`config.mk`:
```
export PLATFORM = sky130hd
export DESIGN_NAME = accel_tx_packetizer_flat
export DESIGN_NICKNAME = d
export VERILOG_FILES = /design/src/rtl/accel_tx_packetizer_if.sv /design/src/rtl/accel_tx_packetizer.sv /design/src/flat_wrapper.sv
export SDC_FILE = /design/constraint.sdc
export NUM_CORES = 1
export LEC_CHECK = 0
export CAP_MARGIN = 20
export CORE_MARGIN = 4
export CORE_UTILIZATION = 51
export DETAILED_ROUTE_END_ITERATION = 6
export GPL_TIMING_DRIVEN = 0
export MAX_ROUTING_LAYER = met4
export PLACE_DENSITY = 0.87
export SETUP_SLACK_MARGIN = 0.1
export SYNTH_ARGS = -nofsm -noshare
export SYNTH_HDL_FRONTEND = slang
export SYNTH_SLANG_ARGS = --single-unit
```
`constraint.sdc`:
```
create_clock -name clk_50 -period 1.7 [get_ports clk_50]
set_input_delay 0.17 -clock clk_50 [delete_from_list [all_inputs] [get_ports clk_50]]
set_output_delay 0.17 -clock clk_50 [all_outputs]
set_load 0.1 [all_outputs]
```
`src/rtl/accel_tx_packetizer_if.sv`:
```
// accel_tx_packetizer_if: sample input, UART TX handshake and status bundle for accel_tx_packetizer
interface accel_tx_packetizer_if;
  logic        i_sample_valid;
  logic [15:0] i_x;
  logic [15:0] i_y;
  logic        o_Tx_DV;
  logic [7:0]  o_Tx_Byte;
  logic        i_Tx_Done;
  logic        o_busy;
  logic [7:0]  o_drop_cnt;
  modport master (
    input  i_sample_valid, i_x, i_y, i_Tx_Done,
    output o_Tx_DV, o_Tx_Byte, o_busy, o_drop_cnt
  );
  modport slave (
    output i_sample_valid, i_x, i_y, i_Tx_Done,
    input  o_Tx_DV, o_Tx_Byte, o_busy, o_drop_cnt
  );
endinterface

```
`src/rtl/accel_tx_packetizer.sv`:
```
// accel_tx_packetizer: frames X/Y samples into bytes for a UART TX core; PKT_CHECKSUM_EN appends an XOR byte
module accel_tx_packetizer #(
  parameter logic [7:0] HEADER     = 8'hAA,
  parameter int         GAP_CYCLES = 0
) (
  input logic clk_50,
  input logic rst,
  accel_tx_packetizer_if.master bus
);
  typedef enum logic [1:0] {IDLE, SEND, WAIT_DONE, GAP} state_t;
  state_t      state;
  logic [2:0]  idx;
  logic [15:0] fx, fy, px, py;
  logic        pend;
  logic [15:0] gap_cnt;
  logic [7:0]  drop;
  logic        tx_dv;
  logic [7:0]  tx_byte;
  logic [2:0]  ni;
  logic [7:0]  tail;
  logic [7:0]  nxt_byte;
`ifdef PKT_CHECKSUM_EN
  localparam logic [2:0] LAST = 3'd5;
  assign tail = fx[15:8] ^ fx[7:0] ^ fy[15:8] ^ fy[7:0];
`else
  localparam logic [2:0] LAST = 3'd4;
  assign tail = 8'h00;
`endif
  assign ni = idx + 3'd1;
  always_comb nxt_byte = ni == 3'd1 ? fx[15:8] : ni == 3'd2 ? fx[7:0] :
                         ni == 3'd3 ? fy[15:8] : ni == 3'd4 ? fy[7:0] : tail;
  assign bus.o_Tx_DV    = tx_dv;
  assign bus.o_Tx_Byte  = tx_byte;
  assign bus.o_busy     = state != IDLE;
  assign bus.o_drop_cnt = drop;
  // tx_dv is raised on every transition into SEND, so it is high exactly during the SEND cycle
  always_ff @(posedge clk_50) begin
    if (rst) begin
      state   <= IDLE;
      idx     <= 3'd0;
      fx      <= 16'h0;
      fy      <= 16'h0;
      px      <= 16'h0;
      py      <= 16'h0;
      pend    <= 1'b0;
      gap_cnt <= 16'h0;
      drop    <= 8'h0;
      tx_dv   <= 1'b0;
      tx_byte <= 8'h0;
    end else begin
      tx_dv <= 1'b0;
      if (bus.i_sample_valid && state != IDLE) begin
        px   <= bus.i_x;
        py   <= bus.i_y;
        pend <= 1'b1;
        if (pend && drop != 8'hFF) drop <= drop + 8'd1;
      end
      case (state)
        IDLE: begin
          if (pend || bus.i_sample_valid) begin
            fx      <= pend ? px : bus.i_x;
            fy      <= pend ? py : bus.i_y;
            idx     <= 3'd0;
            tx_dv   <= 1'b1;
            tx_byte <= HEADER;
            state   <= SEND;
          end
          // a pending load frees the slot, which an arriving sample refills at once
          if (pend) pend <= bus.i_sample_valid;
          if (pend && bus.i_sample_valid) begin
            px <= bus.i_x;
            py <= bus.i_y;
          end
        end
        SEND: state <= WAIT_DONE;
        WAIT_DONE: begin
          if (bus.i_Tx_Done && idx == LAST) begin
            state   <= GAP_CYCLES > 0 ? GAP : IDLE;
            gap_cnt <= 16'(GAP_CYCLES - 1);
          end else if (bus.i_Tx_Done) begin
            idx     <= ni;
            tx_dv   <= 1'b1;
            tx_byte <= nxt_byte;
            state   <= SEND;
          end
        end
        GAP: begin
          if (gap_cnt == 16'h0) state <= IDLE;
          else gap_cnt <= gap_cnt - 16'd1;
        end
        default: state <= IDLE;
      endcase
    end
  end
endmodule

```
`src/flat_wrapper.sv`:
```
// flat-port wrapper written by rule: the top's interface ports become plain ports
module accel_tx_packetizer_flat 
#(
  parameter logic [7:0] HEADER     = 8'hAA,
  parameter int         GAP_CYCLES = 0
)
  (clk_50, rst, bus_i_sample_valid, bus_i_x, bus_i_y, bus_i_Tx_Done, bus_o_Tx_DV, bus_o_Tx_Byte, bus_o_busy, bus_o_drop_cnt);
  accel_tx_packetizer_if bus_i ();
  input logic clk_50;
  input logic rst;
  input wire logic [$bits(bus_i.i_sample_valid)-1:0] bus_i_sample_valid;
  input wire logic [$bits(bus_i.i_x)-1:0] bus_i_x;
  input wire logic [$bits(bus_i.i_y)-1:0] bus_i_y;
  input wire logic [$bits(bus_i.i_Tx_Done)-1:0] bus_i_Tx_Done;
  output wire logic [$bits(bus_i.o_Tx_DV)-1:0] bus_o_Tx_DV;
  output wire logic [$bits(bus_i.o_Tx_Byte)-1:0] bus_o_Tx_Byte;
  output wire logic [$bits(bus_i.o_busy)-1:0] bus_o_busy;
  output wire logic [$bits(bus_i.o_drop_cnt)-1:0] bus_o_drop_cnt;
  assign bus_i.i_sample_valid = bus_i_sample_valid;
  assign bus_i.i_x = bus_i_x;
  assign bus_i.i_y = bus_i_y;
  assign bus_i.i_Tx_Done = bus_i_Tx_Done;
  assign bus_o_Tx_DV = bus_i.o_Tx_DV;
  assign bus_o_Tx_Byte = bus_i.o_Tx_Byte;
  assign bus_o_busy = bus_i.o_busy;
  assign bus_o_drop_cnt = bus_i.o_drop_cnt;
  accel_tx_packetizer #(.HEADER(HEADER), .GAP_CYCLES(GAP_CYCLES)) u_core (.clk_50(clk_50), .rst(rst), .bus(bus_i));
endmodule
```
After elaboration in Yosys (flattened, before gate mapping)

Cells that the tools add are included.

Bits in registers: 103
Input port bits: 36
Word-level logic and storage cells: 80

Add/subtract/negate cells: 3
Eq/ne operators: 16
Mux-type cells: 35
Reduce and logical (&&, ||, !) cells: 15

Operators with widths:

| cell                    | number |
|---|---|
| $mux W16                | 10 |
| $mux W8                 | 7 |
| $pmux W16 S2            | 1 |
| $logic_not A16 Y1       | 1 |
| $pmux W8 S2             | 1 |
| $sub A16 B1 Y16 const B | 1 |
| $mux W3                 | 3 |
| $add A8 B1 Y8 const B   | 1 |
| $mux W2                 | 4 |
| $ne A8 B8 Y1 const B    | 1 |
| $pmux W2 S4             | 1 |
| $eq A3 B2 Y1 const B    | 2 |
| $eq A3 B3 Y1 const B    | 2 |
| $mux W1                 | 6 |
| $ne A2 B1 Y1 const B    | 3 |
| $ne A2 B2 Y1 const B    | 3 |
| $pmux W3 S2             | 1 |
| $reduce_and A3 Y1       | 2 |
| $reduce_bool A2 Y1      | 3 |
| $eq A2 B2 Y1 const B    | 2 |
| $logic_and A1 B1 Y1     | 4 |
| $reduce_and A2 Y1       | 2 |
| $reduce_and A4 Y1       | 1 |
| $add A3 B1 Y3 const B   | 1 |
| 6 further kinds         | 6 |

Logic depth before layout (Yosys ltp)

Word-level depth: 9
Mapped depth: 7
Depth with buffers taken out: 6

Worst setup path before layout

OpenSTA, ideal clock, no wires.

Path type: register -> register
From: register u_core.drop[0] (netlist: u_core.bus.o_drop_cnt[0])
To: register u_core.drop[1] (netlist: u_core.bus.o_drop_cnt[1])
Data arrival time: 2.175 ns
Data required time: 1.572 ns
Path slack: -0.602 ns
Stages on the path, launching flop included: 7
Buffers on the path: 1
Period minus slack after synthesis: 2.302 ns
Path through: dfxtp_1 ha_1 nand3_1 o21bai_1 clkbuf_1 mux2i_1 nor2_1

Word-level cells in the longest chain between the ends: 3
Elaborated cells on any way between the ends: 4
Those cells by class: add/sub: 1; eq/ne: 1; reduce/logical: 2

Ends and longest elaborated chain:

| what                                                  | line                      | text |
|---|---|---|
| from (decl)                                           | accel_tx_packetizer.sv:16 | `logic [7:0] drop;` |
| from (signal assigned)                                | accel_tx_packetizer.sv:56 | `if (pend && drop != 8'hFF) drop <= drop + 8'd1;` |
| branches (longest 3 deep; another with $add A8 B1 Y8) | -                         |  |

Several ways; the timed one is not identified.
A chain may end at the register's enable or synchronous reset.

Worst setup path after layout

From: register u_core.idx[1]
To: register u_core.tx_byte[1] (netlist: u_core.bus.o_Tx_Byte[1])

Word-level cells in the longest chain between the ends: 9
Elaborated cells on any way between the ends: 16
Those cells by class: add/sub: 1; eq/ne: 6; mux: 7; reduce/logical: 2

Ends and longest elaborated chain:

| what                   | line                      | text |
|---|---|---|
| from (decl)            | accel_tx_packetizer.sv:12 | `logic [2:0] idx;` |
| from (signal assigned) | accel_tx_packetizer.sv:81 | `idx <= ni;` |
| $add A3 B1 Y3          | accel_tx_packetizer.sv:29 | `assign ni = idx + 3'd1;` |
| $eq A3 B3 Y1           | accel_tx_packetizer.sv:31 | `ni == 3'd3 ? fy[15:8] : ni == 3'd4 ? fy[7:0] : tail;` |
| $mux W8 (2 in a row)   | accel_tx_packetizer.sv:31 |  |
| $mux W8 (2 in a row)   | accel_tx_packetizer.sv:30 | `always_comb nxt_byte = ni == 3'd1 ? fx[15:8] : ni == 3'd2 ? fx[7:0] :` |
| $mux W8                | accel_tx_packetizer.sv:80 | `end else if (bus.i_Tx_Done) begin` |
| $mux W8                | accel_tx_packetizer.sv:77 | `if (bus.i_Tx_Done && idx == LAST) begin` |
| $pmux W8 S2            | accel_tx_packetizer.sv:58 | `case (state)` |
| to (signal assigned)   | accel_tx_packetizer.sv:83 | `tx_byte <= nxt_byte;` |
| to (decl)              | accel_tx_packetizer.sv:18 | `logic [7:0] tx_byte;` |

Parallel ways exist; a longest one is shown, timed or not. The select of a mux whose other input is x is not followed.

==> impl_metrics.ini <==
[drt]
dr.pass1.iters = 6
vias = 5311
routedWlPerCell_um = 24.7
drt_wl_total_mm = 19.4
final_antenna_net_count = 0
vias_per_cell = 6.74
drtIter0Drc = 515
drc = 0

[yosys]
synth_area_leaders = dfxtp_1, mux2i_1, nand2_1
synthCells = 553
netlist_area_mm2 = 0.00474
ys_warn_count = 0
synth_nets = 596
yosysTopAreaCell = dfxtp_1
synth_flop_cell = dfxtp_1
ys_types = 50
synthArstFlopShare_pct = 0
ys_seq_area_share_pct = 43.5
synth_edf_count = 0
synth_common_cells = dfxtp_1, nand2_1, a21oi_1
synth_top_area_share_pct = 43.5
ys_ff_latch = 103
synth.most_common_cell = dfxtp_1
avgSynthCellArea_um2 = 8.57

[place]
placed_area_mm2 = 0.00550
io_buffers = 52
dp_cells = 713
place_congestion = 0.912
hpwl_mm = 8.38

[timing]
finalHoldViolations = 0
worstMarginPinSlew_ps = 818
skew_ps = 14.2
grt_setup_unrepaired = yes
slew_viol_final = 0
finalCritPeriodShare_pct = 112
post-route-min-period_ps = 1910
relSlewSlack_pct = 45.5
fmax_mhz = 523
postLayoutSetupSlackWorst_ps = -212
setup_viol = 66
timing.hold.ws_ps = 251

[pwr]
power_density_mw_per_mm2 = 837
ir_drop_mv = 0.659
power_leakage_uw = 0.00271

[global_routing]
grt_pass1_wl_mm = 20.9
grt_overflow = 0
grt_pass1_vias = 4437
grt_usage_pct = 24.1
antenna_found_initial = 0
grt_max_degree = 19

[floorplanning]
initial_core_util_pct = 53.3
core_area_mm2 = 0.00889
die-area_mm2 = 0.0109
rows = 34
fp.dieH_um = 104
die_x_um = 104
ios = 54

[cts]
clk_latency_ps = 410
cts-htree-levels = 3
path_clk_slew_ps = 110
max-clock-path-buffers = 2
root_buffer = clkbuf_8
clock_sinks = 103
cts_buffers = 9
cts_tree = built

[setup_path]
crit_type = reg2reg
arrival_ps = 2230
critPathLaunchType = flip-flop
crit_fanout = 8
end_kind = flip-flop
required_ps = 2020

[flow_run]
cap_violations = 0

[final_layout]
area_growth_syn_to_layout_pct = 57.6
layout.cells.non_filler = 788
drive_above_1_share_pct = 47.1
fin_util_pct = 84.0
fill_cells = 423
fin_nets = 718
diodes = 0
final_area_mm2 = 0.00747

[outcome]
status = finished with violations
violations = setup timing

[min_path]
min_path_type = in2reg
layout by cell type, fill, tap and decap left out, types with 5 or more instances in the layout:
cell type        synthesis  layout
o211ai_1                 9       9
buf_8                    0       9
clkdlybuf4s15_2          0      17
or3_1                    7       5
o31ai_1                 10      10
clkbuf_8                 1      12
dfxtp_1                103      81
o21ai_0                 16       9
a211oi_2                 0      33
nor2_2                   1       7
mux2i_1                 34      34
a21oi_1                 49      12
nor2_1                  40      27
dfxtp_2                  0      10
a31oi_1                 12      11
or4_1                   10       7
nand2_1                 88      55
nand2b_1                 8       8
buf_4                    0      32
dfxtp_4                  0      12
clkbuf_16                0       7
nand2_4                  0      25
nand3_1                 16      15
clkdlybuf4s50_1          0      33
clkbuf_1                23       9
nor2_4                   0       8
a311oi_1                10       8
a21oi_2                  0      35
nand2_2                  0       8
buf_6                    1      29
final timing paths:
| check | slack, ps | cells past startpoint | endpoint | from |
|---|---|---|---|---|
| worst min register to register | 470 | 2 | u_core.px[9]$_SDFF_PP0_ | u_core.px[9]$_SDFF_PP0_ |
| worst min-delay path | 250 | 3 | u_core.pend$_SDFF_PP0_ | bus_i_sample_valid |
| worst max-delay path | -210 | 7 | u_core.bus.o_Tx_Byte[1]$_SDFFE_PP0P_ | u_core.idx[1]$_SDFFE_PP0P_ |
| worst max register to register | -210 | 7 | u_core.bus.o_Tx_Byte[1]$_SDFFE_PP0P_ | u_core.idx[1]$_SDFFE_PP0P_ |
flip-flops by register name, indices dropped and copies added (netlist names):
signal,count
u_core.fx,16
u_core.fy,16
u_core.gap_cnt,16
u_core.px,16
u_core.py,16
u_core.bus.o_Tx_Byte,8
u_core.bus.o_drop_cnt,8
u_core.idx,3
u_core.state,2
u_core.bus.o_Tx_DV,1
u_core.pend,1
cell type report:
| cell class | instances | area (um^2) | share of cell area, % |
|---|---|---|---|
| clock buffers | 10 | 138 | 1.84 |
| repair buffers | 112 | 1220 | 16.4 |
| plain buffers | 40 | 380 | 5.09 |
| well taps | 108 | 135 | 1.81 |
| multi-input cells | 402 | 3390 | 45.4 |
| clock inverters | 6 | 50.0 | 0.670 |
| flip-flops and latches | 103 | 2120 | 28.4 |
| inverters | 7 | 31.3 | 0.419 |
power breakdown:
group	internal [uW]	switching, uW	leakage, uW
Combinational	828	1090	0.00176
Clock	598	998	0.0000970
Sequential	2580	154	0.000857
Total	4010	2240	0.00271
critical path, stage by stage, from the launching register on:
cell,delay (ps)
dfxtp_2,390
buf_6,130
ha_2,170
buf_6,130
nand2_1,50
o21ai_0,500
o211ai_1,170
a311oi_1,280
what timing repair did:
action / 4_1_cts / 5_1_grt
cloned: 4 / 10
hold endpoints to repair: 1 / 0
hold buffers: 1 / 0
pin swaps: 28 / 95
buffers inserted: 25 / 22
setup endpoints to repair: 115 / 98
gates resized for setup: 146 / 238
stage by stage:
step                TNS, ps  total power [uW]  setup slack, ps
global placement      -6080              3760             -463
floorplan                 0              3480             39.4
detailed placement   -10080              3800             -480
finish                -2630              6250             -212
CTS                       0              5410             43.5
global route          -4240              6380             -279
routing by layer:
| layer | track usage (%) | vias to the layer above | wire length, um |
|---|---|---|---|
| li1 | - | 2252 | - |
| met1 | 28.6 | 2566 | 6920 |
| met2 | 39.6 | 363 | 9750 |
| met3 | 4.28 | 130 | 1450 |
| met4 | 11.3 | 0 | 1310 |
| met5 | - | - | 0 |
kinds of logic after synthesis:
logic type | Yosys count | share of synthesized area [%]
AO/OA/AOI/OAI | 152 | 20.7
multiplexers | 34 | 7.18
adder cells (fa/ha/maj) | 7 | 1.85
buffers and inverters | 49 | 4.73
AND/OR/NAND/NOR | 205 | 21.5
XOR/XNOR | 3 | 0.554
flip-flops | 103 | 43.5
Note: power is estimated with default switching activity, not from simulation.
